<file path="src/rtl/uart_cmd_assembler.sv">
// Framed command assembler behind the UART receiver: SYNC, CMD, payload, XOR check.
// Accepted packets are held under valid/ready until the cipher core takes them.
module uart_cmd_assembler #(
   parameter int          CLK_FREQ      = 30_000_000,
   parameter int          BAUD          = 9600,
   parameter int          PAYLOAD_BYTES = 8,
   parameter logic [7:0]  SYNC_BYTE     = 8'hA5,
   parameter int          TIMEOUT_BYTES = 4
) (
   input  logic                       clk,
   input  logic                       rst,
   input  logic [7:0]                 rx_data,
   input  logic                       rx_done,
   input  logic                       rx_valid,
   output logic [7:0]                 cmd_out,
   output logic [8*PAYLOAD_BYTES-1:0] payload_out,
   output logic                       pkt_valid,
   input  logic                       pkt_ready,
   output logic                       busy,
   output logic                       err_checksum,
   output logic                       err_frame,
   output logic                       err_timeout,
   output logic                       err_overrun
);

   localparam int TMO_LIM = TIMEOUT_BYTES * 10 * (CLK_FREQ / BAUD);
   localparam int TW      = $clog2(TMO_LIM) + 1;
   localparam int IW      = $clog2(PAYLOAD_BYTES) + 1;
   localparam int PW      = 8 * PAYLOAD_BYTES;
   // Decided two counts early so the registered pulse lands TMO_LIM clocks after the strobe
   localparam logic [TW-1:0] TMO_HIT  = TW'(TMO_LIM - 2);
   localparam logic [IW-1:0] IDX_LAST = IW'(PAYLOAD_BYTES - 1);

   typedef enum logic [2:0] {S_HUNT, S_CMD, S_PAY, S_CHK, S_HOLD} state_t;

   state_t          state_q, state_d;
   logic            stb_q;
   logic [7:0]      cmd_q, cmd_d;
   logic [7:0]      cout_q, cout_d;
   logic [7:0]      chk_q, chk_d;
   logic [PW-1:0]   sh_q, sh_d;
   logic [PW-1:0]   pout_q, pout_d;
   logic [IW-1:0]   idx_q, idx_d;
   logic [TW-1:0]   tmo_q, tmo_d;
   logic            ecs_q, ecs_d;
   logic            efr_q, efr_d;
   logic            eto_q, eto_d;
   logic            eov_q, eov_d;
   logic            good, bad, expire, in_pkt;

   always_ff @(posedge clk or posedge rst) begin
      if (rst) begin
         state_q <= S_HUNT;
         stb_q   <= 1'b0;
         cmd_q   <= '0;
         cout_q  <= '0;
         chk_q   <= '0;
         sh_q    <= '0;
         pout_q  <= '0;
         idx_q   <= '0;
         tmo_q   <= '0;
         ecs_q   <= 1'b0;
         efr_q   <= 1'b0;
         eto_q   <= 1'b0;
         eov_q   <= 1'b0;
      end else begin
         state_q <= state_d;
         stb_q   <= rx_done;
         cmd_q   <= cmd_d;
         cout_q  <= cout_d;
         chk_q   <= chk_d;
         sh_q    <= sh_d;
         pout_q  <= pout_d;
         idx_q   <= idx_d;
         tmo_q   <= tmo_d;
         ecs_q   <= ecs_d;
         efr_q   <= efr_d;
         eto_q   <= eto_d;
         eov_q   <= eov_d;
      end
   end

   always_comb begin
      state_d = state_q;
      cmd_d   = cmd_q;
      cout_d  = cout_q;
      chk_d   = chk_q;
      sh_d    = sh_q;
      pout_d  = pout_q;
      idx_d   = idx_q;
      tmo_d   = '0;
      ecs_d   = 1'b0;
      efr_d   = 1'b0;
      eto_d   = 1'b0;
      eov_d   = 1'b0;
      good    = stb_q & rx_valid;
      bad     = stb_q & ~rx_valid;
      in_pkt  = (state_q == S_CMD) || (state_q == S_PAY) || (state_q == S_CHK);
      expire  = ~stb_q & (tmo_q == TMO_HIT);
      if (in_pkt && !stb_q) tmo_d = tmo_q + TW'(1);
      unique case (state_q)
         S_HUNT: begin
            if (good && rx_data == SYNC_BYTE) begin
               state_d = S_CMD;
               chk_d   = '0;
               idx_d   = '0;
            end
         end
         S_CMD: begin
            if (good) begin
               cmd_d   = rx_data;
               chk_d   = rx_data;
               state_d = S_PAY;
            end
         end
         S_PAY: begin
            if (good) begin
               sh_d  = PW'({sh_q, rx_data});
               chk_d = chk_q ^ rx_data;
               idx_d = idx_q + IW'(1);
               if (idx_q == IDX_LAST) state_d = S_CHK;
            end
         end
         S_CHK: begin
            if (good) begin
               if (rx_data == chk_q) begin
                  state_d = S_HOLD;
                  cout_d  = cmd_q;
                  pout_d  = sh_q;
               end else begin
                  ecs_d   = 1'b1;
                  state_d = S_HUNT;
               end
            end
         end
         S_HOLD: begin
            if (pkt_ready) state_d = S_HUNT;
            if (stb_q) eov_d = 1'b1;
         end
         default: state_d = S_HUNT;
      endcase
      if (in_pkt) begin
         if (bad) begin
            efr_d   = 1'b1;
            state_d = S_HUNT;
         end else if (expire) begin
            eto_d   = 1'b1;
            state_d = S_HUNT;
         end
      end
   end

   assign cmd_out      = cout_q;
   assign payload_out  = pout_q;
   assign pkt_valid    = (state_q == S_HOLD);
   assign busy         = (state_q != S_HUNT);
   assign err_checksum = ecs_q;
   assign err_frame    = efr_q;
   assign err_timeout  = eto_q;
   assign err_overrun  = eov_q;

endmodule

</file>
<file path="config.mk">
export PLATFORM = sky130hd
export DESIGN_NAME = uart_cmd_assembler
export DESIGN_NICKNAME = d
export VERILOG_FILES = /design/src/rtl/uart_cmd_assembler.sv
export SDC_FILE = /design/constraint.sdc
export NUM_CORES = 1
export LEC_CHECK = 0
export BUFFER_PORTS_ARGS = -buffer_cell sky130_fd_sc_hd__buf_2
export CORE_AREA = 2 2 117 119
export CTS_BUF_LIST = sky130_fd_sc_hd__clkbuf_8
export DETAILED_ROUTE_END_ITERATION = 8
export DIE_AREA = 0 0 119 121
export PLACE_DENSITY = 0.8
export SLEW_MARGIN = 40
export SYNTH_ARGS = -nofsm -noshare
export SYNTH_HDL_FRONTEND = slang
export SYNTH_SLANG_ARGS = --single-unit
</file>
<file path="constraint.sdc">
create_clock -name clk -period 8.05 [get_ports clk]
set_input_delay 1.61 -clock clk [delete_from_list [all_inputs] [get_ports clk]]
set_output_delay 1.61 -clock clk [all_outputs]
set_load 0.01 [all_outputs]
</file>
# [Yosys cells after proc, flatten, opt, wreduce, memory -nomap -nowiden]
# Index checks and enable logic that the tools add are counted.
[word_totals] elab_cells=75 regBits=182 input_bits=13
[classes] n_bitwise=6 eq_ne=11 n_addsub=2 muxes=29 n_reduce_logical=14
[op_table] op="3-bit 2-to-1 mux" count=10
[op_table] op="8-bit 2-to-1 mux" count=3
[op_table] op="8-bit one-hot mux with 3 select lines" count=1
[op_table] op="18-bit by 1-bit adder with 18-bit output (second input constant)" count=1
[op_table] op="18-bit by 17-bit equality test with 1-bit output (second input constant)" count=1
[op_table] op="18-bit 2-to-1 mux" count=1
[op_table] op="3-bit one-hot mux with 5 select lines" count=1
[op_table] op="1-bit 2-to-1 mux" count=10
[op_table] op="8-bit equality test" count=1
[op_table] op="8-bit equality test (second input constant)" count=1
[op_table] op="4-bit 2-to-1 mux" count=2
[op_table] op="4-bit one-hot mux with 2 select lines" count=1
[op_table] op="8-bit bitwise XOR" count=1
[op_table] op="3-bit by 2-bit equality test with 1-bit output (second input constant)" count=2
[op_table] op="2-bit inequality test (second input constant)" count=3
[op_table] op="3-bit AND reduction" count=2
[op_table] op="3-bit nonzero test" count=2
[op_table] op="4-bit by 1-bit adder with 4-bit output (second input constant)" count=1
[op_table] op="4-bit by 3-bit equality test with 1-bit output (second input constant)" count=1
[op_table] op="2-bit AND reduction" count=2
[op_table] op="4-bit AND reduction" count=1
[op_table] op="1-bit bitwise AND" count=3
[op_table] op="3-bit by 1-bit equality test with 1-bit output (second input constant)" count=1
[op_table] op="3-bit equality test (second input constant)" count=1
[op_table] op="other kinds (6)" count=9

# [Logic depth before layout (Yosys ltp)]
# Gate-level depths: netlist (run 1).
[logic_depth] word_depth=7 depth_mapped=8

# [Worst setup path before layout (run 1)]
# OpenSTA, ideal clock, no wires.
[synth_timing] kind="input-to-reg" startpoint="in rx_data[0]" endpoint="reg cout_q[0], in the netlist cmd_out[0]" path_slack_ps=4972 n_path_buf=2 arrival_time_ps=2953 cell_stages=6 cell_sequence="xnor2_1 > nand4_1 > or4_1 > buf_6 > buf_12 > mux2_4"
[synth_via] elab_chain_cells=2
[synth_lines] item="from (decl)" line="12" source="input logic [7:0] rx_data,"
[synth_lines] item="8-bit equality test" line="126" source="if (rx_data == chk_q) begin"
[synth_lines] item="3-bit AND reduction (no source line)"
[synth_lines] item="to (signal assigned)" line="70" source="cout_q <= cout_d;"
[synth_lines] item="to (decl)" line="39" source="logic [7:0] cout_q, cout_d;"
# No other way between the ends.
# A chain may end at the register's enable or synchronous reset.

# [Worst setup path in the final report (run 1)]
[layout_timing] startpoint="in rx_valid" endpoint="reg pout_q[31], in the netlist payload_out[31]"
[layout_via] elab_chain_cells=2
[layout_lines] item="from (decl)" line="14" source="input logic rx_valid,"
[layout_lines] item="1-bit bitwise AND" line="96" source="good = stb_q & rx_valid;"
[layout_lines] item="3-bit AND reduction (no source line)"
[layout_lines] item="to (signal assigned)" line="73" source="pout_q <= pout_d;"
[layout_lines] item="to (decl)" line="42" source="logic [PW-1:0] pout_q, pout_d;"
# No other way between the ends.

==> parameters.txt, run 1 <==
Parameter                              Value

Worst setup path
  Number of buffers and inverters on the critical path    2
  Path type of the worst setup path    primary input to register
  Data required time at the worst endpoint    between 8 and 9 ns
  Maximum fanout along the worst path    55
  Max incr delay on CP    roughly 0.89 ns
  Endpoint type of the worst setup path    register
  Series of cell instances along the critical path    buf_2 > nand3b_1 > or4_4 > buf_6 > mux2_4
  Crit-path leading delay family    simple AND/OR/NAND/NOR gates
  Crit-path slowest cell    or4_4
  Data arrival, critical path    3.85 ns
  Kind of launch point of the worst setup path    primary input

Run
  Count of maximum capacitance violations    0

Clock network
  Clock Tree Root    clkbuf_8
  TritonCTS clock tree    yes
  Post-cts resize count    0
  Number of CTS-inserted buffers    17
  Total clock sinks    around 180
  Postcts setup bufs    0
  Depth of the CTS H-tree    4
  Maximum number of buffers from clock root to sink    2
  Clock latency of the later-clocked register in the worst-skew pair    around 0.45 ns
  Clock-pin slew on the worst setup and hold paths    0.08 ns
  Hold-fix buffers at CTS    0

Timing
  Setup tns final    0 ns
  Final hold violation count    0
  Slew Limit Headroom    about half
  Portion of the clock cycle consumed by the worst path in the final layout    43.6%
  Actual slew at the worst max-slew pin    ~0.75 ns
  Tightest hold margin    between 0.5 and 0.6 ns
  RSZ-0062 raised after global routing    no
  Upper clock frequency limit    ~290 MHz
  Final number of setup-violating endpoints    0
  Clk_skew    0.00809 ns
  Time the worst path needs with I/O delays and setup    ~3.5 ns
  Max-slew violation total from the final report    0
  Crit path setup slack, layout    between 4 and 5 ns

Placed design
  Setup Slack @ Placement    slightly above 4 ns
  Post-detail-place hpwl    8.94 mm
  Final Wtd Congestion    around 0.84
  Count of input and output buffers    90

Logic synthesis
  Syn. warnings    0
  Sequential area share after synthesis    59.1%
  Most instantiated cells after synthesis    182 x dfrtp_1, 75 x mux2_2, 69 x mux2_4
  Share of flip-flops with an asynchronous set or reset after synthesis    100%
  Cell taking the most area after synthesis    dfrtp_1
  Unique cell type count in the Yosys netlist    roughly 40
  Top cells by area, synth    dfrtp_1 59%, mux2_4 13%, mux2_2 11%
  Most frequently used cell type in the post-synthesis netlist    dfrtp_1
  Portion of synthesized cell area occupied by the leading cell type    59.1%
  Number of flops mapped to enable cells by yosys    0
  Register bit count reported by yosys    around 180
  Netlist area before placement    7700 sq um
  Top FF cell, synth    dfrtp_1
  Post-synthesis cell count    approximately 500
  Net count after synthesis    around 530
  Mapped Avg Cell Area    15.0 sq um

Die
  Die Y-Extent    between 100 and 150 um
  Die area    about 14000 sq um
  Die W    119 um
  Floorplan row count    42
  Area of the core region    approximately 13000 sq um
  Initial cell density of the core    between 50% and 60%
  Total I/O pin count    around 90

GRT
  Total overflow reported by the global router    0
  First-pass GRT wire length    between 20 and 25 mm
  Largest net degree at the start of global routing    100
  Vias in the first global route    around 4400
  Number of antenna violations at the first check in global routing    0
  Aggregate global-route resource usage    between 20 and 25%

Min path
  Class of the most critical hold timing path    register to register

Final layout
  Final layout net count    approximately 620
  Area growth, synth to finish    11.8%
  Ratio of cells with drive above 1 in the final layout    between 40% and 50%
  ANT cells    0

Status
  Outcome    complete, no violations

Route
  Initial DRT Pass Iterations    4
  Post-route DRC violation count    0
  First DRT Iteration DRCs    roughly 230
  Average wire per cell in the routed design    around 17 um
  Via count    between 4000 and 5000
  ANT nets after route    0
  Vias per cell    5.54
  Total wire length after detailed routing    roughly 14 mm

Pwr
  Power density relative to cell area    around 180 nW/um^2
  LEAKAGE    approximately 4.6 nW
  Maximum vdd ir drop    ~0.097 mV
==> power by group <==
part	total, mW	internal (mW)	switching [mW]
Clock	0.611	0.300	0.311
Sequential	0.921	0.917	0.00422
Combinational	0.0372	0.00968	0.0276
==> cells in the final DEF, fill, tap and decap left out, types with 3 or more instances in the layout <==
cell type,synthesis,routed
inv_1,7,6
ha_1,3,3
nand4_1,8,8
or3_1,6,6
mux2_4,69,69
clkbuf_8,0,21
a21oi_1,6,6
mux2_2,75,75
and4_1,5,5
nor3_1,8,8
a221o_1,7,7
o21ai_0,8,8
nand3_1,10,10
o21a_1,9,9
nor2_1,23,21
nor2b_1,7,7
clkinv_2,0,5
xor2_1,9,9
xnor2_1,11,11
nor3b_1,5,4
buf_2,10,90
dfrtp_1,182,182
clkinvlp_4,0,3
nand2_1,8,8
==> flip-flops by register name, indices dropped and copies added (netlist names) <==
register      flops
chk_q             8
cmd_out           8
cmd_q             8
err_checksum      1
err_frame         1
err_overrun       1
err_timeout       1
idx_q             4
payload_out      64
sh_q             64
state_q           3
stb_q             1
tmo_q            18
==> cell type report <==
cell class | instances | area (sq um)
Sequential cell | 182 | 4550
Fill cell | 990 | 4470
Multi-Input combinational cell | 300 | 2920
Timing Repair Buffer | 93 | 487
Clock buffer | 20 | 275
Tap cell | 176 | 220
Clock inverter | 12 | 125
Inverter | 7 | 33.8
==> through the flow <==
step	instances	power, mW	cell area (sq um)	utilization, %
after floorplan	512	0.962	7700	-
after global placement	758	0.976	8190	62.6
after detailed placement	758	0.978	8210	62.7
after CTS	790	1.59	8610	65.8
after global routing	790	1.63	8620	65.8
final	790	1.57	8620	65.8
==> logic make-up after synthesis <==
| group | after synthesis | share of synthesized area (%) |
|---|---|---|
| flip-flops | 182 | 59.1 |
| multiplexers | 145 | 24.5 |
| AND/OR/NAND/NOR | 95 | 6.97 |
| AO/OA/AOI/OAI | 37 | 3.39 |
| buffers and inverters | 30 | 3.22 |
| XOR/XNOR | 20 | 2.27 |
| adder cells (fa/ha/maj) | 3 | 0.487 |
==> routing by layer <==
metal | GRT usage (%) | vias to the layer above | wire, um
li1 | - | 2009 | -
met1 | 26.6 | 2232 | 6060
met2 | 32.9 | 119 | 6780
met3 | 4.51 | 15 | 519
met4 | 7.44 | 0 | 176
met5 | 0 | - | 0
==> final timing paths <==
check                      startpoint               to  cells after the start  slack [ns]
setup / recovery             rx_valid  payload_out[31]                      5        4.54
hold / removal               tmo_q[0]         tmo_q[0]                      1        0.50
setup reg to reg           state_q[2]  payload_out[31]                      4        5.21
hold reg to reg              tmo_q[0]         tmo_q[0]                      1        0.50
max in group asynchronous         rst         chk_q[3]                      3        5.64
min in group asynchronous         rst  payload_out[46]                      2        1.26
Power figures use the tool's default switching activity.
==> run 2, diff against run 1 <==
ABC_AREA = 1   (was unset)
CORE_AREA = 2 2 124 126   (was 2 2 117 119)
DIE_AREA = 0 0 126 128   (was 0 0 119 121)
PLACE_DENSITY = 0.78   (was 0.8)
clock period = 3 ns   (was 8.05 ns; I/O delays follow)
==> run 2 against run 1 <==
Compared with the run above:
- die area up 12%
- via count up 46%
- flip-flop and latch count unchanged
- utilization down 6.1 points
- cell area up 3.1%
- critical path depth down 1
- critical path type is now register to output port
- highest routed layer unchanged
==> parameters.txt, run 2 <==
Parameter                              Value

Status
  Outcome    complete, no violations

Timing
  RSZ-0062 raised after global routing    no
  Portion of the clock cycle consumed by the worst path in the final layout    69.3%
  Time the worst path needs with I/O delays and setup    2.08 ns
  Final hold violation count    0 (unchanged)
  Max-slew violation total from the final report    0 (unchanged)
  Upper clock frequency limit    approximately 480 MHz
  Tightest hold margin    0.0393 ns (-0.464 ns)
  Slew Limit Headroom    48.4% (-1.2 points)
  Clk_skew    0.0112 ns (+0.00308 ns)
  Actual slew at the worst max-slew pin    0.774 ns (+0.0189 ns)
  Setup tns final    0 ns (unchanged)
  Final number of setup-violating endpoints    0 (unchanged)

Worst setup path
  Reg2reg start    state_q[2]
  Endpoint type of the worst setup path    output port
  Data arrival, critical path    1.48 ns (-2.37 ns)
  Maximum fanout along the worst path    5 (-91%)
  Terminus of the critical flop-to-flop path    state_q[0]
  Setup slack, reg-to-reg    1.08 ns (-4.13 ns)
  Worst-case reg-to-reg path depth    8 (+4)
  Data required time at the worst endpoint    2.40 ns (-5.99 ns)
  Path type of the worst setup path    register to output port
  Kind of launch point of the worst setup path    register

Clock network
  Number of CTS-inserted buffers    17 (unchanged)
  Post-cts resize count    0 (unchanged)
  TritonCTS clock tree    yes
  Maximum number of buffers from clock root to sink    2 (unchanged)
  Depth of the CTS H-tree    4 (unchanged)
  Clock Tree Root    clkbuf_8
  Clock latency of the later-clocked register in the worst-skew pair    0.47 ns (+0.02 ns)
  Clock-pin slew on the worst setup and hold paths    0.08 ns (about the same)
  Hold-fix buffers at CTS    0 (unchanged)
  Postcts setup bufs    0 (unchanged)
  Total clock sinks    182 (unchanged)

Pwr
  LEAKAGE    4.86 nW (+6.1%)
  Overall power consumption    4.34 mW (+180%)
  Maximum vdd ir drop    0.307 mV (+220%)
  Power density relative to cell area    489 nW/um^2 (+170%)

GRT
  Vias in the first global route    6077 (+39%)
  Met2 layer usage reported by global route    36.5% (+3.6 points)
  Met1 track utilization from global routing    31.2% (+4.6 points)
  First-pass GRT wire length    30.0 mm (+33%)
  Number of antenna violations at the first check in global routing    0 (unchanged)
  Highest-utilization routing layer at the global route stage    met2
  Routing usage on met3    5.26% (+0.75 points)
  Aggregate global-route resource usage    23.0% (+2.9 points)
  Total overflow reported by the global router    0 (unchanged)
  Largest net degree at the start of global routing    83 (-17%)

Logic synthesis
  Portion of synthesized cell area occupied by the leading cell type    56.7% (-2.4 points)
  Netlist area before placement    8030 sq um (+4.3%)
  Number of flops mapped to enable cells by yosys    0 (unchanged)
  Most instantiated cells after synthesis    391 x nand2_1, 182 x dfrtp_1, 76 x nand4_1
  Most frequently used cell type in the post-synthesis netlist    nand2_1
  Sequential area share after synthesis    56.7% (-2.4 points)
  Register bit count reported by yosys    182 (unchanged)
  Cell taking the most area after synthesis    dfrtp_1
  Mapped Avg Cell Area    8.69 sq um (-42%)
  Post-synthesis cell count    924 (+80%)
  Top FF cell, synth    dfrtp_1
  Top cells by area, synth    dfrtp_1 57%, nand2_1 18%, nand4_1 5.9%
  Unique cell type count in the Yosys netlist    32 (-22%)
  Share of flip-flops with an asynchronous set or reset after synthesis    100% (unchanged)
  Syn. warnings    0 (unchanged)
  Net count after synthesis    940 (+78%)

Route
  Via count    6399 (+46%)
  Average wire per cell in the routed design    14.9 um (-13%)
  Initial DRT Pass Iterations    4 (unchanged)
  Total wire length after detailed routing    17.7 mm (+31%)
  Post-route DRC violation count    0 (unchanged)
  First DRT Iteration DRCs    617 (+170%)
  ANT nets after route    0 (unchanged)
  Vias per cell    5.36 (-3.1%)

Final layout
  Final cell area excluding filler cells    8880 sq um (+3.1%)
  Ratio of cells with drive above 1 in the final layout    15.4% (-29 points)
  ANT cells    0 (unchanged)
  Final layout net count    1010 (+64%)
  Leading cell type in the layout, fill and taps excluded    nand2_1
  Highest-count cells in the layout ignoring fill and taps    391 x nand2_1, 182 x dfrtp_1, 90 x buf_2
  Fin util    59.8% (-6.1 points)
  Area growth, synth to finish    10.6%
  Number of fill cells in the layout    1354 (+37%)

Die
  Total I/O pin count    91 (unchanged)
  Die Y-Extent    128 um (+5.8%)
  Initial cell density of the core    54.0% (-4.8 points)
  Die area    16100 sq um (+12%)
  Die W    126 um (+5.9%)
  Area of the core region    14900 sq um (+14%)
  Floorplan row count    45 (+7.1%)

Min path
  Class of the most critical hold timing path    primary input to asynchronous set/reset pin

Placed design
  Post-detail-place hpwl    11.4 mm (+27%)
  Count of input and output buffers    90 (unchanged)
  Final Wtd Congestion    0.843 (+0.47%)
  Dpl cell area    8470 sq um (+3.2%)

Run
  Count of maximum capacitance violations    0 (unchanged)
==> run 2: through the flow <==
step,worst slack (ns),std cells
2_1_floorplan,0.0634,924
3_3_place_gp,0.936,1163
3_5_place_dp,0.880,1163
4_1_cts,0.881,1193
5_1_grt,0.786,1193
6_report,0.920,1193
==> run 2: worst max-delay path by stage <==
stage | from | end | slack (ns) | depth (start not counted)
global route | state_q[0] | pkt_valid | 0.79 | 4
finish | state_q[0] | pkt_valid | 0.92 | 4
floorplan | rst | chk_q[0] | 0.06 | 1
CTS | state_q[0] | pkt_valid | 0.88 | 4
global placement | rx_valid | payload_out[31] | 0.94 | 6
detailed placement | rx_data[0] | payload_out[16] | 0.88 | 10
==> run 2: final cells by class <==
cell class | instances | area, sq um | share of cell area, %
tap | 188 | 235 | 2.65
inverter | 53 | 203 | 2.28
clock buffer | 21 | 289 | 3.25
multi-input combinational | 641 | 2880 | 32.5
timing repair buffer | 99 | 593 | 6.68
sequential | 182 | 4550 | 51.3
clock inverter | 9 | 126 | 1.42
==> run 2: logic make-up (layout without fill, tap and decap cells) <==
group	after synthesis	after routing	synth area share, %
flip-flops	182	182	56.7
AO/OA/AOI/OAI	56	56	3.74
AND/OR/NAND/NOR	578	578	31.2
buffers and inverters	101	182	7.43
XOR/XNOR	4	4	0.436
adder cells (fa/ha/maj)	3	3	0.467
==> run 2: layer usage <==
metal  vias to the layer above  share of wire [%]
met3                        33                4.0
met1                      3102                 45
met2                       153                 48
met4                         0                2.5
met5                         -                  0
li1                       3111                  -
==> run 2: worst max-delay path: stages, from the launching register on <==
cell     delay, ns
dfrtp_1       0.45
nor2_2        0.22
inv_1         0.06
nor2_1        0.12
buf_2         0.15
==> run 2: power by group <==
part           switching (mW)  total [mW]  internal [mW]
Sequential            0.00608        2.47           2.46
Clock                   0.851        1.75          0.901
Combinational          0.0974       0.126         0.0284
